## src/rtl/halt_ctrl_pkg.sv

```systemverilog
// Shared types and constants for the core halt controller.
package halt_ctrl_pkg;

  typedef enum logic [1:0] {
    RUN,
    HALT_REQ,
    HALTED,
    RESTART
  } state_t;

  localparam logic [1:0] CAUSE_NONE  = 2'b00;
  localparam logic [1:0] CAUSE_INSTR = 2'b01;
  localparam logic [1:0] CAUSE_DEBUG = 2'b10;
  localparam logic [1:0] CAUSE_BOTH  = 2'b11;

  // Width of the shared restart/timeout counter; never narrower than one bit.
  function automatic int cnt_width(input int a, input int b);
    int m;
    m = (a > b) ? a : b;
    return (m < 2) ? 1 : $clog2(m);
  endfunction

endpackage

```

## src/rtl/halt_controller_cycle_counter.sv

```systemverilog
// Loadable up/down counter with enable, saturation at both ends and zero/terminal flags.
module cycle_counter #(
  parameter int               WIDTH       = 4,
  parameter logic [WIDTH-1:0] RESET_VALUE = '0,
  parameter logic [WIDTH-1:0] TERMINAL    = '1
) (
  input  logic             clk,
  input  logic             rst,
  input  logic             load,
  input  logic [WIDTH-1:0] load_value,
  input  logic             en,
  input  logic             up,
  output logic             zero,
  output logic             terminal
);

  logic [WIDTH-1:0] count;

  always_ff @(posedge clk or posedge rst) begin
    if (rst) begin
      count <= RESET_VALUE;
    end else if (load) begin
      count <= load_value;
    end else if (en) begin
      if (up && !terminal) begin
        count <= count + WIDTH'(1);
      end else if (!up && !zero) begin
        count <= count - WIDTH'(1);
      end
    end
  end

  always_comb begin
    zero     = (count == '0);
    terminal = (count == TERMINAL);
  end

endmodule

```

## src/rtl/halt_controller.sv

```systemverilog
// Halt-protocol initiator: requests a core stall, waits for Halted, reports to the
// debug host and issues a timed core reset pulse on resume.
module halt_controller
  import halt_ctrl_pkg::*;
#(
  parameter int RESTART_CYCLES = 4,
  parameter int HALT_TIMEOUT   = 16
) (
  input  logic       clk,
  input  logic       async_rst,
  input  logic       clk_en,
  input  logic       InstructionValid,
  input  logic       HaltInstr,
  input  logic       DebugHaltReq,
  input  logic       DebugResumeReq,
  input  logic       Halted,
  output logic       HaltStallOut,
  output logic       CoreSyncRst,
  output logic       HaltAck,
  output logic [1:0] HaltCause,
  output logic       HaltTimeout,
  output logic       Running
);

  localparam int           W        = cnt_width(RESTART_CYCLES, HALT_TIMEOUT);
  localparam logic [W-1:0] RST_LOAD = W'(RESTART_CYCLES - 1);
  localparam logic [W-1:0] TMO_LAST = W'(HALT_TIMEOUT - 1);

  state_t       state;
  logic         req_i;
  logic         req_d;
  logic         stall_q;
  logic         cnt_load;
  logic [W-1:0] cnt_load_value;
  logic         cnt_en;
  logic         cnt_up;
  logic         cnt_zero;
  logic         cnt_terminal;

  // One counter serves both the restart pulse (down) and the halt timeout (up).
  always_comb begin
    req_i          = InstructionValid && HaltInstr && clk_en;
    req_d          = DebugHaltReq;
    cnt_load       = 1'b0;
    cnt_load_value = '0;
    cnt_en         = 1'b0;
    cnt_up         = 1'b0;
    unique case (state)
      RUN: begin
        cnt_load = req_i || req_d;
      end
      HALT_REQ: begin
        cnt_en = clk_en && !Halted;
        cnt_up = 1'b1;
      end
      HALTED: begin
        cnt_load       = DebugResumeReq;
        cnt_load_value = RST_LOAD;
      end
      RESTART: begin
        cnt_en = 1'b1;
      end
      default: ;
    endcase
    HaltStallOut = stall_q || ((state == RUN) && (req_i || req_d));
  end

  cycle_counter #(
    .WIDTH       (W),
    .RESET_VALUE (RST_LOAD),
    .TERMINAL    (TMO_LAST)
  ) u_counter (
    .clk        (clk),
    .rst        (async_rst),
    .load       (cnt_load),
    .load_value (cnt_load_value),
    .en         (cnt_en),
    .up         (cnt_up),
    .zero       (cnt_zero),
    .terminal   (cnt_terminal)
  );

  always_ff @(posedge clk or posedge async_rst) begin
    if (async_rst) begin
      state       <= RESTART;
      HaltCause   <= CAUSE_NONE;
      HaltTimeout <= 1'b0;
      stall_q     <= 1'b0;
      CoreSyncRst <= 1'b1;
      HaltAck     <= 1'b0;
      Running     <= 1'b0;
    end else begin
      unique case (state)
        RUN: begin
          if (req_i || req_d) begin
            state     <= HALT_REQ;
            HaltCause <= {req_d, req_i};
            stall_q   <= 1'b1;
            Running   <= 1'b0;
          end
        end
        HALT_REQ: begin
          if (Halted) begin
            state   <= HALTED;
            stall_q <= 1'b0;
            HaltAck <= 1'b1;
          end else if (cnt_terminal) begin
            HaltTimeout <= 1'b1;
          end
        end
        HALTED: begin
          if (DebugResumeReq) begin
            state       <= RESTART;
            HaltAck     <= 1'b0;
            CoreSyncRst <= 1'b1;
          end
        end
        RESTART: begin
          if (cnt_zero) begin
            state       <= RUN;
            HaltCause   <= CAUSE_NONE;
            CoreSyncRst <= 1'b0;
            Running     <= 1'b1;
          end
        end
        default: begin
          state <= RESTART;
        end
      endcase
    end
  end

endmodule

```

## config.mk

```make
export PLATFORM = sky130hd
export DESIGN_NAME = halt_controller
export DESIGN_NICKNAME = d
export VERILOG_FILES = /design/src/rtl/halt_ctrl_pkg.sv /design/src/rtl/halt_controller_cycle_counter.sv /design/src/rtl/halt_controller.sv
export SDC_FILE = /design/constraint.sdc
export NUM_CORES = 1
export LEC_CHECK = 0
export ABC_AREA = 1
export CORE_MARGIN = 4
export CORE_UTILIZATION = 30
export DETAILED_ROUTE_END_ITERATION = 8
export SYNTH_ARGS = -nofsm -noshare
export SYNTH_HDL_FRONTEND = slang
export SYNTH_SLANG_ARGS = --single-unit
```

## constraint.sdc

```tcl
create_clock -name clk -period 2 [get_ports clk]
set_input_delay 0.4 -clock clk [delete_from_list [all_inputs] [get_ports clk]]
set_output_delay 0.4 -clock clk [all_outputs]
set_load 0.01 [all_outputs]
```

After elaboration in Yosys (flattened, before gate mapping)

Index checks and enable logic that the tools add are counted.

Bits in registers: 13
Latch bits: 0
RAM bits: 0
Memory bits (read-only): 0
Input port bits: 8
Word-level logic and storage cells: 73
Memories kept: 0

$add $sub $neg: 2
Multipliers: 0
Div/mod/pow operators: 0
$lt $le $gt $ge: 0
Equality and inequality tests: 8
Shift operators: 0
Mux-type cells: 27
Bitwise operators: 1
Reduce and logical (&&, ||, !) cells: 27

Operators with widths:

| cell                | number |
|---|---|
| $mux 4              | 4 |
| $reduce_and 3->1    | 5 |
| $mux 2              | 6 |
| $pmux 1 s2          | 6 |
| $reduce_bool 2->1   | 5 |
| $mux 1              | 9 |
| $pmux 2 s4          | 1 |
| $logic_and 1x1->1   | 6 |
| $add 4x1->4 const B | 1 |
| $eq 2x2->1 const B  | 2 |
| $eq 4x4->1 const B  | 1 |
| $logic_not 1->1     | 4 |
| $logic_not 4->1     | 1 |
| $ne 2x1->1 const B  | 2 |
| $ne 2x2->1 const B  | 2 |
| $pmux 2 s2          | 1 |
| $reduce_and 4->1    | 1 |
| $sub 4x1->4 const B | 1 |
| $reduce_bool 3->1   | 1 |
| $eq 2x1->1 const B  | 1 |
| $logic_not 2->1     | 1 |
| $logic_or 1x1->1    | 2 |
| $reduce_and 2->1    | 1 |
| $not 1->1           | 1 |

Depth between registers and ports, before layout

Gate-level depths: netlist of the first run.

Depth in word-level cells: 8
Mapped depth: 12
Depth with buffers taken out: 12

By module

A second synthesis of the first run with hierarchy kept.

Cell total of the unflattened synthesis: 131
Area, all modules: 974.7 µm²

Modules (own cells, without submodules):

| module          | times used | cells each | area an instance (µm²) | sequential area each (µm²) |
|---|---|---|---|---|
| halt_controller | 1          | 70         | 543.0                  | 229.0 |
| cycle_counter   | 1          | 61         | 431.7                  | 102.6 |

Least setup slack after synthesis of the first run

Ideal clock, no wire load.

Kind: register to register
Start point: register state[1]
End point: register u_counter.count[3]
Library setup time: 0.117 ns
Arrival: 1.632 ns
Slack: 0.251 ns
Cell stages (with the launch flop): 13
Buffers on the path: 0
Period minus slack after synthesis: 1.749 ns
Cell sequence: dfstp_2 -> inv_1 -> ha_1 -> o21ai_4 -> ha_1 -> nand2_1 -> inv_1 -> nand2_1 -> nand3_1 -> nand3_1 -> nand2_1 -> nand2_1 -> nand2_1

Word-level cells in the longest chain between the ends: 6
Elaborated cells between the ends (all ways): 16
Classes of those cells: eq/ne: 3; mux: 6; reduce/logical: 7

RTL lines:

| element                                              | RTL line                                                                 | text |
|---|---|---|
| start: declaration                                   | halt_controller.sv:29                                                    | `state_t state;` |
| start signal: assignment                             | halt_controller.sv:85                                                    | `state <= RESTART;` |
| start signal: assignment                             | halt_controller.sv:96                                                    | `state <= HALT_REQ;` |
| start signal: assignment                             | halt_controller.sv:104                                                   | `state <= HALTED;` |
| $eq 2x1->1                                           | halt_controller.sv:48                                                    | `unique case (state)` |
| $mux 1                                               | halt_controller.sv:48                                                    |  |
| $logic_and 1x1->1 or $logic_not 1->1 (tied branches) | halt_controller_cycle_counter.sv:25, halt_controller_cycle_counter.sv:27 |  |
| $mux 4 or $logic_and 1x1->1 (tied branches)          | halt_controller_cycle_counter.sv:25, halt_controller_cycle_counter.sv:27 |  |
| $mux 4 or $reduce_bool 3->1 (tied branches)          | --                                                                       |  |
| $mux 4 or $reduce_and 2->1 (tied branches)           | --                                                                       |  |
| end signal: assignment                               | halt_controller_cycle_counter.sv:23                                      | `count <= load_value;` |
| end signal: assignment                               | halt_controller_cycle_counter.sv:26                                      | `count <= count + WIDTH'(1);` |
| end signal: assignment                               | halt_controller_cycle_counter.sv:28                                      | `count <= count - WIDTH'(1);` |
| end: declaration                                     | halt_controller_cycle_counter.sv:17                                      | `logic [WIDTH-1:0] count;` |

Parallel ways exist; a longest one is shown, timed or not. The select of a mux whose other input is x is not followed.
A chain may end at the register's enable or synchronous reset.

Worst setup path in the final report of the first run

Start point: register state[0]
End point: output HaltStallOut

Word-level cells in the longest chain between the ends: 3

RTL lines:

| element           | RTL line              | text |
|---|---|---|
| $logic_not 2->1   | halt_controller.sv:65 | `HaltStallOut = stall_q \|\| ((state == RUN) && (req_i \|\| req_d));` |
| $logic_and 1x1->1 | halt_controller.sv:65 |  |
| $logic_or 1x1->1  | halt_controller.sv:65 |  |
| end: declaration  | halt_controller.sv:17 | `output logic HaltStallOut,` |

Every way passes these cells.

==> out/results.txt, run 1 <==
The run finished with clean final reports. Met1 demand-to-capacity share in global routing: 13.4%. The number of different library cells used by synthesis comes to 26. The via count of the first global-routing pass was 794. The sum of routed wire length over all layers is 1860 um.

At the end of routability-driven placement, the weighted congestion stood at 0.761. Dividing the detail-routed via count by the number of cells gives 4.49. In the synthesized netlist, the number of instances is 116. The number of placed instances, taps included, is 168. The run gives 14 as the pin count of the biggest net entering global routing.

The synthesized netlist devotes 33.8% of its cell area to simple gates. The type of the worst setup path was reg2out. By area, the combinational part of the netlist is dominated by simple AND/OR/NAND/NOR gates. For the core region area, the log shows 0.00281 mm2.

The met3 usage in global routing was 3.60%; the leakage power was 0.591 nW. The number of max-slew violations in the final report was 0; the time the worst path needs with I/O delays and setup was 1.92 ns. Cell at the root of the clock tree: sky130_fd_sc_hd__clkbuf_4. The cell area power density works out to 1550 mW/mm2.

The die covers 0.00392 mm2. The logs give 131 for the number of nets in the synthesized netlist and 17.3% for the met2 capacity usage during global routing. The final worst slack was 0.0790 ns; the number of rows created at floorplan was 19. The logs give 0 for the number of post-CTS setup repair buffers and 0.15 ns for the register-to-register setup slack. The run gives 3 as the number of CTS-inserted buffers. The worst setup path is captured at an output pin. Worst hold-check path type: in2async. The synthesized netlist devotes 9.94% of its cell area to compound gates. Data arrives at the worst endpoint at 1.52 ns. The synthesized area came out at 893 um2. The final core utilization came out at 41.0%. Setup repair after global routing left no endpoint under its margin. The logs give 0.28 ns for the clock network latency to the later pin of the worst-skew pair and 0 for the number of violations of the max-capacitance limit.

Dividing the final minimum period by the clock period gives 96.0%. The area added between synthesis and finish was 28.7%. For the final routed database, the setup TNS stands at 0 ns. The transition time of the tightest slew-check pin was 0.507 ns; the data required time of the critical path was 1.60 ns.

The H-tree depth is 1, and the area share of xor/xnor cells in the synthesized design is 0.980%. The pre-CTS setup slack is -0.120 ns, and the die span in x is 62.6 um. The synthesis-stage register bit count is 13. Based on the critical path, the design can be clocked at up to 521 MHz. The launching element type of the critical path is a flop. Final cell count without fillers: 172. The first global-routing pass estimated 3350 um of wire.

After synthesis, the share of cell area in mux cells is 0%. For this design the top-level I/O count stands at 15. The proportion of layout cells with a drive suffix above 1 is 22.0%, and the largest vdd supply drop is 0.600 mV. The tools report the clock skew as 0.00777 ns. The average instance area after synthesis is 7.70 um2. The number of antenna violations at the first check in global routing is 0. TritonCTS built the clock tree. The average wire per standard cell is 10.8 um. Detailed-router iteration count before antenna repair: 4. The total count of hold-check failures in the final report was 0. Counting along the longest clock path gives a buffer depth of 2. Once detail routing completed, the nets flagged for antenna violations numbered 0.

Global-route layer with the greatest usage: met2. The placed wire-length estimate was 1570 um; the overflow left after global routing was 0. The run gives 0 as the number of antenna repair diodes. Of the total synthesized cell area, the portion taken by full adders, half adders and majority gates is 10.6%.

After the last flow step, the layout net total stands at 157. The tightest slew margin relative to the limit was 66.2%; the number of design rule violations left after detail routing was 0. The total global-route track usage is 10.3%, and the vias after detailed routing is 773.

The clock drives 13 sinks. In this run the worst path has a maximum fanout of 3. The detailed router finished its first iteration with 5 violations. The Yosys warning count was 0.

Total power for the finished layout comes to 1.78 mW. Setup violations remaining at the end of the flow were counted as 0. The clock-pin slew on the worst setup and hold paths was 0.09 ns; the share of synthesized area occupied by flip-flops and latches was 37.1%.

For this configuration, the core starts out at a cell density of 31.8%. The height of the die is 62.6 um, and the number of buffers inserted by port buffering is 14.
## worst paths after layout
| check | end | cells after the start | from |
|---|---|---|---|
| worst max register to register | u_counter.count[3]$_DFFE_PP0P_ | 12 | state[1]$_DFFE_PP1P_ |
| worst min-delay path | stall_q$_DFFE_PP0P_ | 2 | async_rst |
| worst max-delay path | HaltStallOut | 5 | state[0]$_DFFE_PP1P_ |
| min in group clk | HaltTimeout$_DFFE_PP0P_ | 1 | HaltTimeout$_DFFE_PP0P_ |
| max in group asynchronous | u_counter.count[1]$_DFFE_PP1P_ | 2 | async_rst |
| worst min register to register | HaltTimeout$_DFFE_PP0P_ | 1 | HaltTimeout$_DFFE_PP0P_ |
## layer usage
layer  wire length [um]  up-vias  share of wire (%)
met2                884        9                 48
met5                  0        -                  0
li1                   -      417                  -
met3                 66        2                3.6
met4                  9        0               0.48
met1                897      345                 48
## cell type report
cell class	instances	area, um2
flip-flops and latches	13	332
well taps	31	38.8
multi-input cells	85	494
inverters	18	67.6
repair buffers	21	191
clock buffers	4	26.3
fillers	303	1660
## what timing repair did
action                     CTS  global route
setup endpoints to repair    1             0
resized for setup            1             0
hold buffers                 0             0
## through the flow
| stage | hold slack [ns] | instance area [um2] |
|---|---|---|
| detailed placement | 0.467 | 1120 |
| CTS | 0.470 | 1150 |
| global route | 0.501 | 1150 |
| global placement | 0.465 | 1120 |
| floorplan | 0.273 | 893 |
| finish | 0.448 | 1150 |
## synthesized netlist by cell type (all sizes together)
cell type / n / share of area, %
nand3b: 1 / 0.84
dfrtp: 8 / 22
o21bai: 1 / 0.84
nand3: 12 / 7.3
nor3: 1 / 0.56
o211ai: 1 / 0.84
o22ai: 1 / 0.70
dfstp: 5 / 15
ha: 6 / 8.4
inv: 17 / 7.1
xor2: 1 / 0.98
fa: 1 / 2.2
nand2: 42 / 21
clkinv: 1 / 0.42
o21ai: 9 / 6.3
a31oi: 1 / 0.70
or2: 1 / 0.70
a21oi: 1 / 0.56
nor2: 6 / 3.1
## cell usage in the layout, fill, tap and decap left out, types with 2 or more instances in the layout
master / instances
sky130_fd_sc_hd__ha_1: 6
sky130_fd_sc_hd__nand2_1: 33
sky130_fd_sc_hd__o21ai_1: 4
sky130_fd_sc_hd__clkdlybuf4s50_1: 13
sky130_fd_sc_hd__nand2_2: 7
sky130_fd_sc_hd__clkbuf_4: 3
sky130_fd_sc_hd__nor2_2: 2
sky130_fd_sc_hd__dfstp_2: 5
sky130_fd_sc_hd__o21ai_0: 4
sky130_fd_sc_hd__nand3_1: 11
sky130_fd_sc_hd__inv_2: 2
sky130_fd_sc_hd__nor2_1: 4
sky130_fd_sc_hd__nand2_4: 2
sky130_fd_sc_hd__dfrtp_1: 8
sky130_fd_sc_hd__inv_1: 15
sky130_fd_sc_hd__buf_4: 7
## cells by family (layout without fill, tap and decap cells)
group / after synthesis / in the layout
XOR/XNOR: 1 / 1
buffers and inverters: 18 / 43
AO/OA/AOI/OAI: 14 / 14
flip-flops: 13 / 13
adder cells (fa/ha/maj): 7 / 7
AND/OR/NAND/NOR: 63 / 63
## state kept, by name, indices dropped and copies added, names as in the netlist
name and cells:
state 2, stall_q 1, Running 1, HaltTimeout 1, HaltCause 2, CoreSyncRst 1, HaltAck 1, u_counter.count 4
## report_power, final
part | switching, mW | internal, mW
registers | 0.0775 | 0.407
logic | 0.637 | 0.492
clock network | 0.0878 | 0.0773
total | 0.802 | 0.976
## critical path: stages, from the launching register on
cell                            delay [ns]
sky130_fd_sc_hd__dfstp_2              0.55
sky130_fd_sc_hd__inv_1                0.07
sky130_fd_sc_hd__ha_1                 0.22
sky130_fd_sc_hd__nand2_2              0.07
sky130_fd_sc_hd__nand2_1              0.05
sky130_fd_sc_hd__dlygate4sd2_1        0.28
Note: power is estimated with default switching activity, not from simulation.
==> inputs of run 2 (changes only) <==
- SKIP_CTS_REPAIR_TIMING: default -> 1
==> run 2 against run 1 <==
  * Register-to-register slack hardly changed
  * Final area is 0.33% higher
  * Clock skew stayed put
  * Critical path depth is 7 higher
  * Combinational power hardly changed
  * Routed wire length stayed put
  * Via count stayed put
  * Utilization is 0.13 points higher
  * Non-clock buffer count stayed put
  * First-iteration DRC count stayed put
  * Setup slack better by 0.066 ns
  * Critical path type is now reg2reg
==> out/results.txt, run 2 (synthesis results as in run 1) <==
The number of CTS-inserted buffers was 3 (unchanged); the average vias per placed instance was 4.49 (unchanged). In this run the top signal layer used is met4. Number of design rule violations left after detail routing: 0 (unchanged). For the tightest slew margin relative to the limit, the log shows 66.2% (unchanged).

The violation count after the first detailed-routing iteration was 5 (unchanged); the critical path buffer and inverter count was 2 (unchanged). For the total count of hold-check failures in the final report, the log shows 0 (unchanged). The flow ran to the end, and the final reports show no timing, DRC or antenna violations.

The logs give 885 um (+0.11%) for the met2 wire length and 0 (unchanged) for the final number of setup-violating endpoints. The tree is rooted in a sky130_fd_sc_hd__clkbuf_4. The proportion of layout cells with a drive suffix above 1 is 22.0% (unchanged), and the detailed-router iteration count before antenna repair is 4 (unchanged).

The register-to-register setup slack was 0.15 ns (about the same); the worst-case reg-to-reg path depth was 12 (unchanged). The maximum fanout along the worst path is 5 (+2), and the time the worst path needs with I/O delays and setup is 1.85 ns (-0.0665 ns). The logs give 773 (unchanged) for the vias after detailed routing and 41.1% (+0.13 points) for the final core utilization. The worst setup path is of the reg2reg kind. The tools report the number of rows created at floorplan as 19 (unchanged). Period utilization: 92.7% (-3.3 points). The run gives 0 (unchanged) as the number of antenna violations at the first check in global routing. Setup repair after global routing left no endpoint under its margin. By instance count, the cell type seen most on the critical path is sky130_fd_sc_hd__nand2_1. Critical-path cell with the highest stage delay: sky130_fd_sc_hd__dfstp_2. The data arrival at the endpoint of the critical path was 2.02 ns (+0.50 ns). Total of fill cells in the finished design: 302 (-0.33%). The number of antenna repair diodes is 0 (unchanged). For the clock network latency to the later pin of the worst-skew pair, the log shows 0.28 ns (about the same).

The first-pass GRT wire length came out at 3350 um (unchanged). The worst hold margin came out at 0.448 ns (unchanged). The total area of multi-input combinational cells is 494 um2 (unchanged), and the transition time of the tightest slew-check pin is 0.507 ns (unchanged).

The clock skew is 0.00777 ns (unchanged). Family with the most delay on the worst path: flip-flops. The leakage power was 0.598 nW (+1.2%). The total clock sinks is 13 (unchanged), and the I/O pin count is 15 (unchanged).

For the overflow left after global routing, the log shows 0 (unchanged). Leaving out fill and tap cells, the most frequent cells in the layout are sky130_fd_sc_hd__nand2_1 (33), sky130_fd_sc_hd__inv_1 (15), sky130_fd_sc_hd__clkdlybuf4s50_1 (13). The run gives 0.00392 mm2 (unchanged) as the die footprint. The logs give 0 ns (unchanged) for the summed negative setup slack over all endpoints and 0.761 (unchanged) for the routability congestion estimate from global placement. Height of the die: 62.6 um (unchanged). The stage delay of the slowest cell on the critical path is 0.55 ns (about the same), and the total global-route track usage is 10.3% (unchanged). For the via count of the first global-routing pass, the log shows 794 (unchanged). The most frequent standard cell in the layout excluding fill and tap cells was sky130_fd_sc_hd__nand2_1.

For the H-tree depth, the log shows 1 (unchanged). The number of max-slew violations in the final report is 0 (unchanged), and the routed length on met3 is 66 um (unchanged). The logs give 0 (unchanged) for the post-route antenna net violation count and 1860 um (unchanged) for the sum of routed wire length over all layers.

The core region area is 0.00281 mm2 (unchanged). Traced cell by cell, the critical path runs through inv_1 -> ha_1 -> o21ai_4 -> ha_1 -> nand2_1 -> inv_1 -> nand2_1 -> nand3_1 -> nand3_1 -> nand2_1 -> nand2_1 -> nand2_1. The area growth from synthesis to layout is 29.1%. The sequential cell area in the final layout was 332 um2 (unchanged). STA classifies the critical path endpoint as a flop. The initial core utilization came out at 31.8% (unchanged). The tools report the timing-limited maximum frequency as 539 MHz (+3.6%). The tools report the launching element type of the critical path as a flop. The largest registers in the layout are u_counter.count x4, HaltCause x2, state x2. The data required time of the critical path is 2.17 ns (+0.57 ns). The number of flip-flops in the largest register is 4 (unchanged). The clock-pin slew on the worst setup and hold paths was 0.09 ns (about the same). The number of cells on the critical path works out to 12 (+7). The tools report the number of nets at the end of the flow as 157 (unchanged). TritonCTS built the clock tree. Worst hold-check path type: in2async. Placed wire-length estimate: 1570 um (unchanged).

The largest vdd supply drop is 0.600 mV (about the same), and the cell area power density is 1550 mW/mm2 (about the same). The buffer levels on the longest clock path is 2 (unchanged), and the number of buffers inserted by port buffering is 14 (unchanged). Register bank with the most flops: u_counter.count. The critical path launch point is state[1]$_DFFE_PP1P_. The total routed wire length on the met1 layer came out at 895 um (-0.22%). The run gives 0 (unchanged) as the number of violations of the max-capacitance limit. The average wire per standard cell works out to 10.8 um (unchanged). In this run the critical register-to-register path is launched from state[1]$_DFFE_PP1P_. The die span in x works out to 62.6 um (unchanged). The pin count of the biggest net entering global routing came out at 14 (unchanged).
## run 2: cell count changes in the layout (fill, tap and decap cells not counted)
cell / delta
sky130_fd_sc_hd__dlymetal6s2s_1: +1
sky130_fd_sc_hd__dlygate4sd2_1: -1
## run 2: stage by stage
step           power [mW]  cell area [um2]  instances  worst slack, ns
3_3_place_gp         1.61             1120        168           -0.112
2_1_floorplan        1.28              893        116            0.251
3_5_place_dp         1.64             1120        168           -0.120
6_report             1.78             1150        172            0.146
5_1_grt              1.97             1150        172         0.000918
4_1_cts              1.81             1150        172           -0.136
## run 2: area by class of cell
class / count / area share, %
multi-input combinational: 85 / 42.8
sequential: 13 / 28.7
timing repair buffer: 21 / 16.9
inverter: 18 / 5.86
tap: 31 / 3.36
clock buffer: 4 / 2.28
## run 2: final timing paths
path | to
worst max-delay path | u_counter.count[3]$_DFFE_PP0P_
worst min-delay path | stall_q$_DFFE_PP0P_
worst max register to register | u_counter.count[3]$_DFFE_PP0P_
worst min register to register | HaltTimeout$_DFFE_PP0P_
max in group asynchronous | u_counter.count[1]$_DFFE_PP1P_
min in group clk | HaltTimeout$_DFFE_PP0P_
## run 2: power by group
group / internal (mW) / switching, mW
clock: 0.0773 / 0.0878
combinational: 0.497 / 0.637
sequential: 0.407 / 0.0775
total: 0.982 / 0.802
## run 2: per-layer routing
metal  global-route usage [%]  vias up
met5                        0        -
met4                    0.826        0
met3                     3.60        2
met2                     17.3        9
met1                     13.4      345
li1                         -      417
## run 2: worst reg2reg max path, delay by kind of cell, from the launching register on
family	cells	cell delay, ns
flip-flops	1	0.55
adder cells (fa/ha/maj)	2	0.54
AND/OR/NAND/NOR	7	0.42
buffers and inverters	2	0.12
AO/OA/AOI/OAI	1	0.11
==> inputs of run 3 (changes only) <==
- REMOVE_ABC_BUFFERS: default -> 1
- SYNTH_HIERARCHICAL: default -> 1
==> run 3 against run 2 <==
  * Register-to-register slack hardly changed
  * Clock skew is 0.00093 ns lower
  * Clock power is 2% higher
  * Final cell count is 15% higher
  * Final area is 5.7% higher
  * Hold slack worse by 0.12 ns
  * Count of clock-buffer cells in the layout stayed put
  * Critical path type is now reg2out
  * Largest cell class unchanged
  * Largest power group unchanged
==> out/results.txt, run 3 <==
The family with the most delay on the worst path was flip-flops. Relative to the synthesized area, the layout overhead comes to 25.2%. The total count of hold-check failures in the final report was 0 (unchanged).

The logs give 931 (+17%) for the via count of the first global-routing pass and -0.170 ns (-0.0501 ns) for the pre-CTS setup slack. The run gives 3 (unchanged) as the number of CTS-inserted buffers. The largest registers in the layout are u_counter/count x4, HaltCause x2, state x2. The stage delay of the slowest cell on the critical path works out to 0.59 ns (+0.04 ns). The height of the die came out at 65 um (+3.9%). The async set-or-reset flop fraction in the synthesized netlist was 100% (unchanged); the number of design rule violations left after detail routing was 0 (unchanged). Setup repair after global routing left no endpoint under its margin. The number of cells on the critical path is 5 (-7). The run gives 0.00122 mm2 (+5.7%) as the post-route standard cell area excluding fillers. The largest area contributor in the synthesized netlist was sky130_fd_sc_hd__dfrtp_1. The average vias per placed instance was 4.35 (-3.1%). The setup path with the least slack is of type reg2out.

The logs give 131 (+13%) for the instance count of the mapped netlist and 537 MHz (-0.40%) for the timing-limited maximum frequency. The Yosys warning count is 6 (+6), and the maximum fanout along the worst path is 4 (-1). For the die footprint, the log shows 0.00423 mm2 (+7.9%). For the data required time of the critical path, the log shows 1.60 ns (-0.57 ns). Number of antenna violations at the first check in global routing: 0 (unchanged).

For the routability congestion estimate from global placement, the log shows 0.874 (+15%). The synthesis-stage register bit count is 13 (unchanged). For the placement-stage cell area, the log shows 0.00118 mm2 (+4.8%). The most numerous cell type found on the critical path is sky130_fd_sc_hd__nand2_1. The overflow left after global routing is 0 (unchanged), and the proportion of layout cells with a drive suffix above 1 is 16.9% (-5.1 points).

The synthesized area was 975 um2 (+9.1%). The pin count of the biggest net entering global routing was 10 (-4); the number of antenna repair diodes was 0 (unchanged). The signal on the critical path passes through inv_1 -> ha_1 -> nand2_1 -> nand2_1 -> dlymetal6s2s_1.

The leakage power is 0.637 nW (+6.5%). H-tree depth: 1 (unchanged). The total global-route track usage was 11.6% (+1.2 points); the time the worst path needs with I/O delays and setup was 1.86 ns (+0.00751 ns). The slowest stage of the critical path belongs to the cell sky130_fd_sc_hd__dfstp_2.

Number of nets at the end of the flow: 170 (+8.3%). The first-pass GRT wire length was 3830 um (+14%). The average wire per standard cell works out to 10.6 um (-1.9%).

The sum of routed wire length over all layers is 2100 um (+13%), and the final worst slack is 0.138 ns (-0.00751 ns). Cell at the root of the clock tree: sky130_fd_sc_hd__clkbuf_4. The tools report the launching element type of the critical path as a flop.

The number of rows created at floorplan is 20 (+1), and the count of flip-flops with a built-in enable after synthesis is 0 (unchanged). Source of the worst register-to-register timing path: u_counter/count[1]$_DFFE_PP1P_. The die span in x was 65 um (+3.9%). sky130_fd_sc_hd__nand2_1 is the most common cell in the netlist. The flow ran to the end, and the final reports show no timing, DRC or antenna violations. The logs give 0.00308 mm2 (+9.7%) for the core region area and 31.7% (-0.18 points) for the initial core utilization. The number of max-slew violations in the final report is 0 (unchanged). The tools report the largest vdd supply drop as 0.717 mV (+19%).

The last element of the critical path is HaltStallOut. The period utilization came out at 93.1% (+0.38 points). The worst setup path is captured at an output pin.

TritonCTS built the clock tree. The data arrival at the endpoint of the critical path was 1.46 ns (-0.56 ns); the final number of setup-violating endpoints was 0 (unchanged). The total power was 2.06 mW (+16%); the number of flip-flops in the largest register was 4 (unchanged). For the register-to-register setup slack, the log shows 0.15 ns (about the same).

The share of the synthesized area in the top cell type is 20.5% (-1.9 points). The worst reg2reg path endpoint was u_counter/count[3]$_DFFE_PP0P_. The tools report the total clock sinks as 13 (unchanged).

u_counter/count holds more flip-flops than any other register. The vias after detailed routing came out at 862 (+12%). The run gives 0 (unchanged) as the post-route antenna net violation count.

The run gives 0.28 ns (about the same) as the clock network latency to the later pin of the worst-skew pair. In the synthesized netlist the dominant register cell turns out to be sky130_fd_sc_hd__dfrtp_1. Tracing the worst setup path back leads to its startpoint at state[0]$_DFFE_PP1P_. The tools report the violation count after the first detailed-routing iteration as 22 (+17). The number of buffers inserted by port buffering came out at 14 (unchanged).

The critical path buffer and inverter count is 2 (unchanged). The clock skew was 0.00684 ns (-0.000931 ns). Leaving out fill and tap cells, the most frequent cell in the layout is sky130_fd_sc_hd__nand2_1.

The placed wire-length estimate is 1680 um (+7.6%), and the worst-case reg-to-reg path depth is 9 (-3). For the number of violations of the max-capacitance limit, the log shows 0 (unchanged). The commonest cells after synthesis are sky130_fd_sc_hd__nand2_1 (47), sky130_fd_sc_hd__inv_1 (21), sky130_fd_sc_hd__dfrtp_1 (8). For the share of synthesized area occupied by flip-flops and latches, the log shows 34.0% (-3.1 points). The number of distinct library cells after synthesis is 28 (+7.7%). Sorting the synthesized cells by area gives the leading types as sky130_fd_sc_hd__dfrtp_1 (21%), sky130_fd_sc_hd__nand2_1 (18%), sky130_fd_sc_hd__dfstp_2 (13%). The clock-pin slew on the worst setup and hold paths was 0.09 ns (about the same). The average instance area after synthesis was 7.44 um2 (-3.4%). The tools report the detailed-router iteration count before antenna repair as 4 (unchanged).

The buffer levels on the longest clock path was 2 (unchanged). The I/O pin count is 15 (unchanged), and the summed negative setup slack over all endpoints is 0 ns (unchanged). In the layout the commonest cells are sky130_fd_sc_hd__nand2_1 (47), sky130_fd_sc_hd__inv_1 (21), sky130_fd_sc_hd__clkdlybuf4s50_1 (13).

The cell area power density is 1690 mW/mm2 (+9.4%). The worst hold-check path type was in2async.
==> run 3: cell count changes after synthesis, sizes merged, moves of 3 or more <==
cell   previous run  this run
o21ai             9         6
inv              17        22
nor2              6         9
nand4             0         3
nand3            12         8
nand2            42        51
==> run 3: cells by family (layout without fill, tap and decap cells) <==
group           after synthesis  count (layout)  synth area share [%]
simple gates                 75              75                  35.8
flops                        13              13                  34.0
compound gates               11              11                  7.32
fa+ha+maj                     7               7                  9.76
buf+inv                      23              45                  11.8
other cells                   1               2                 0.385
xor+xnor                      1               1                 0.899
==> run 3: where the power goes <==
part	leakage, nW	internal [mW]	switching, mW
Sequential	0.153	0.431	0.112
Clock	0.0150	0.0772	0.0919
Combinational	0.469	0.596	0.755
==> run 3: worst min path at each step <==
stage	from	to	slack (ns)
finish	async_rst	u_counter/count[2]$_DFFE_PP0P_	0.33
global route	async_rst	u_counter/count[2]$_DFFE_PP0P_	0.34
CTS	async_rst	u_counter/count[2]$_DFFE_PP0P_	0.33
detailed placement	HaltTimeout$_DFFE_PP0P_	HaltTimeout$_DFFE_PP0P_	0.46
global placement	HaltTimeout$_DFFE_PP0P_	HaltTimeout$_DFFE_PP0P_	0.44
floorplan	async_rst	u_counter/count[2]$_DFFE_PP0P_	0.16
==> run 3: area by class of cell <==
cell class / count / area, um2
clock buffers: 4 / 26.3
inverters: 22 / 82.6
multi-input cells: 96 / 544
flip-flops and latches: 13 / 332
fillers: 324 / 1860
repair buffers: 19 / 180
well taps: 44 / 55.1
==> run 3: per-layer routing <==
metal	up-vias	routed length [um]	global-route usage, %
met1	402	954	13.4
met4	0	14	4.75
met3	2	40	2.25
met5	-	0	0
met2	9	1090	20.6
li1	449	-	-
==> run 3: metrics by stage <==
| step | std cells | hold WS, ns | util [%] |
|---|---|---|---|
| floorplan | 131 | 0.165 | - |
| global placement | 194 | 0.443 | 38.3 |
| detailed placement | 194 | 0.457 | 38.3 |
| CTS | 198 | 0.326 | 39.1 |
| global route | 198 | 0.340 | 39.6 |
| finish | 198 | 0.326 | 39.6 |
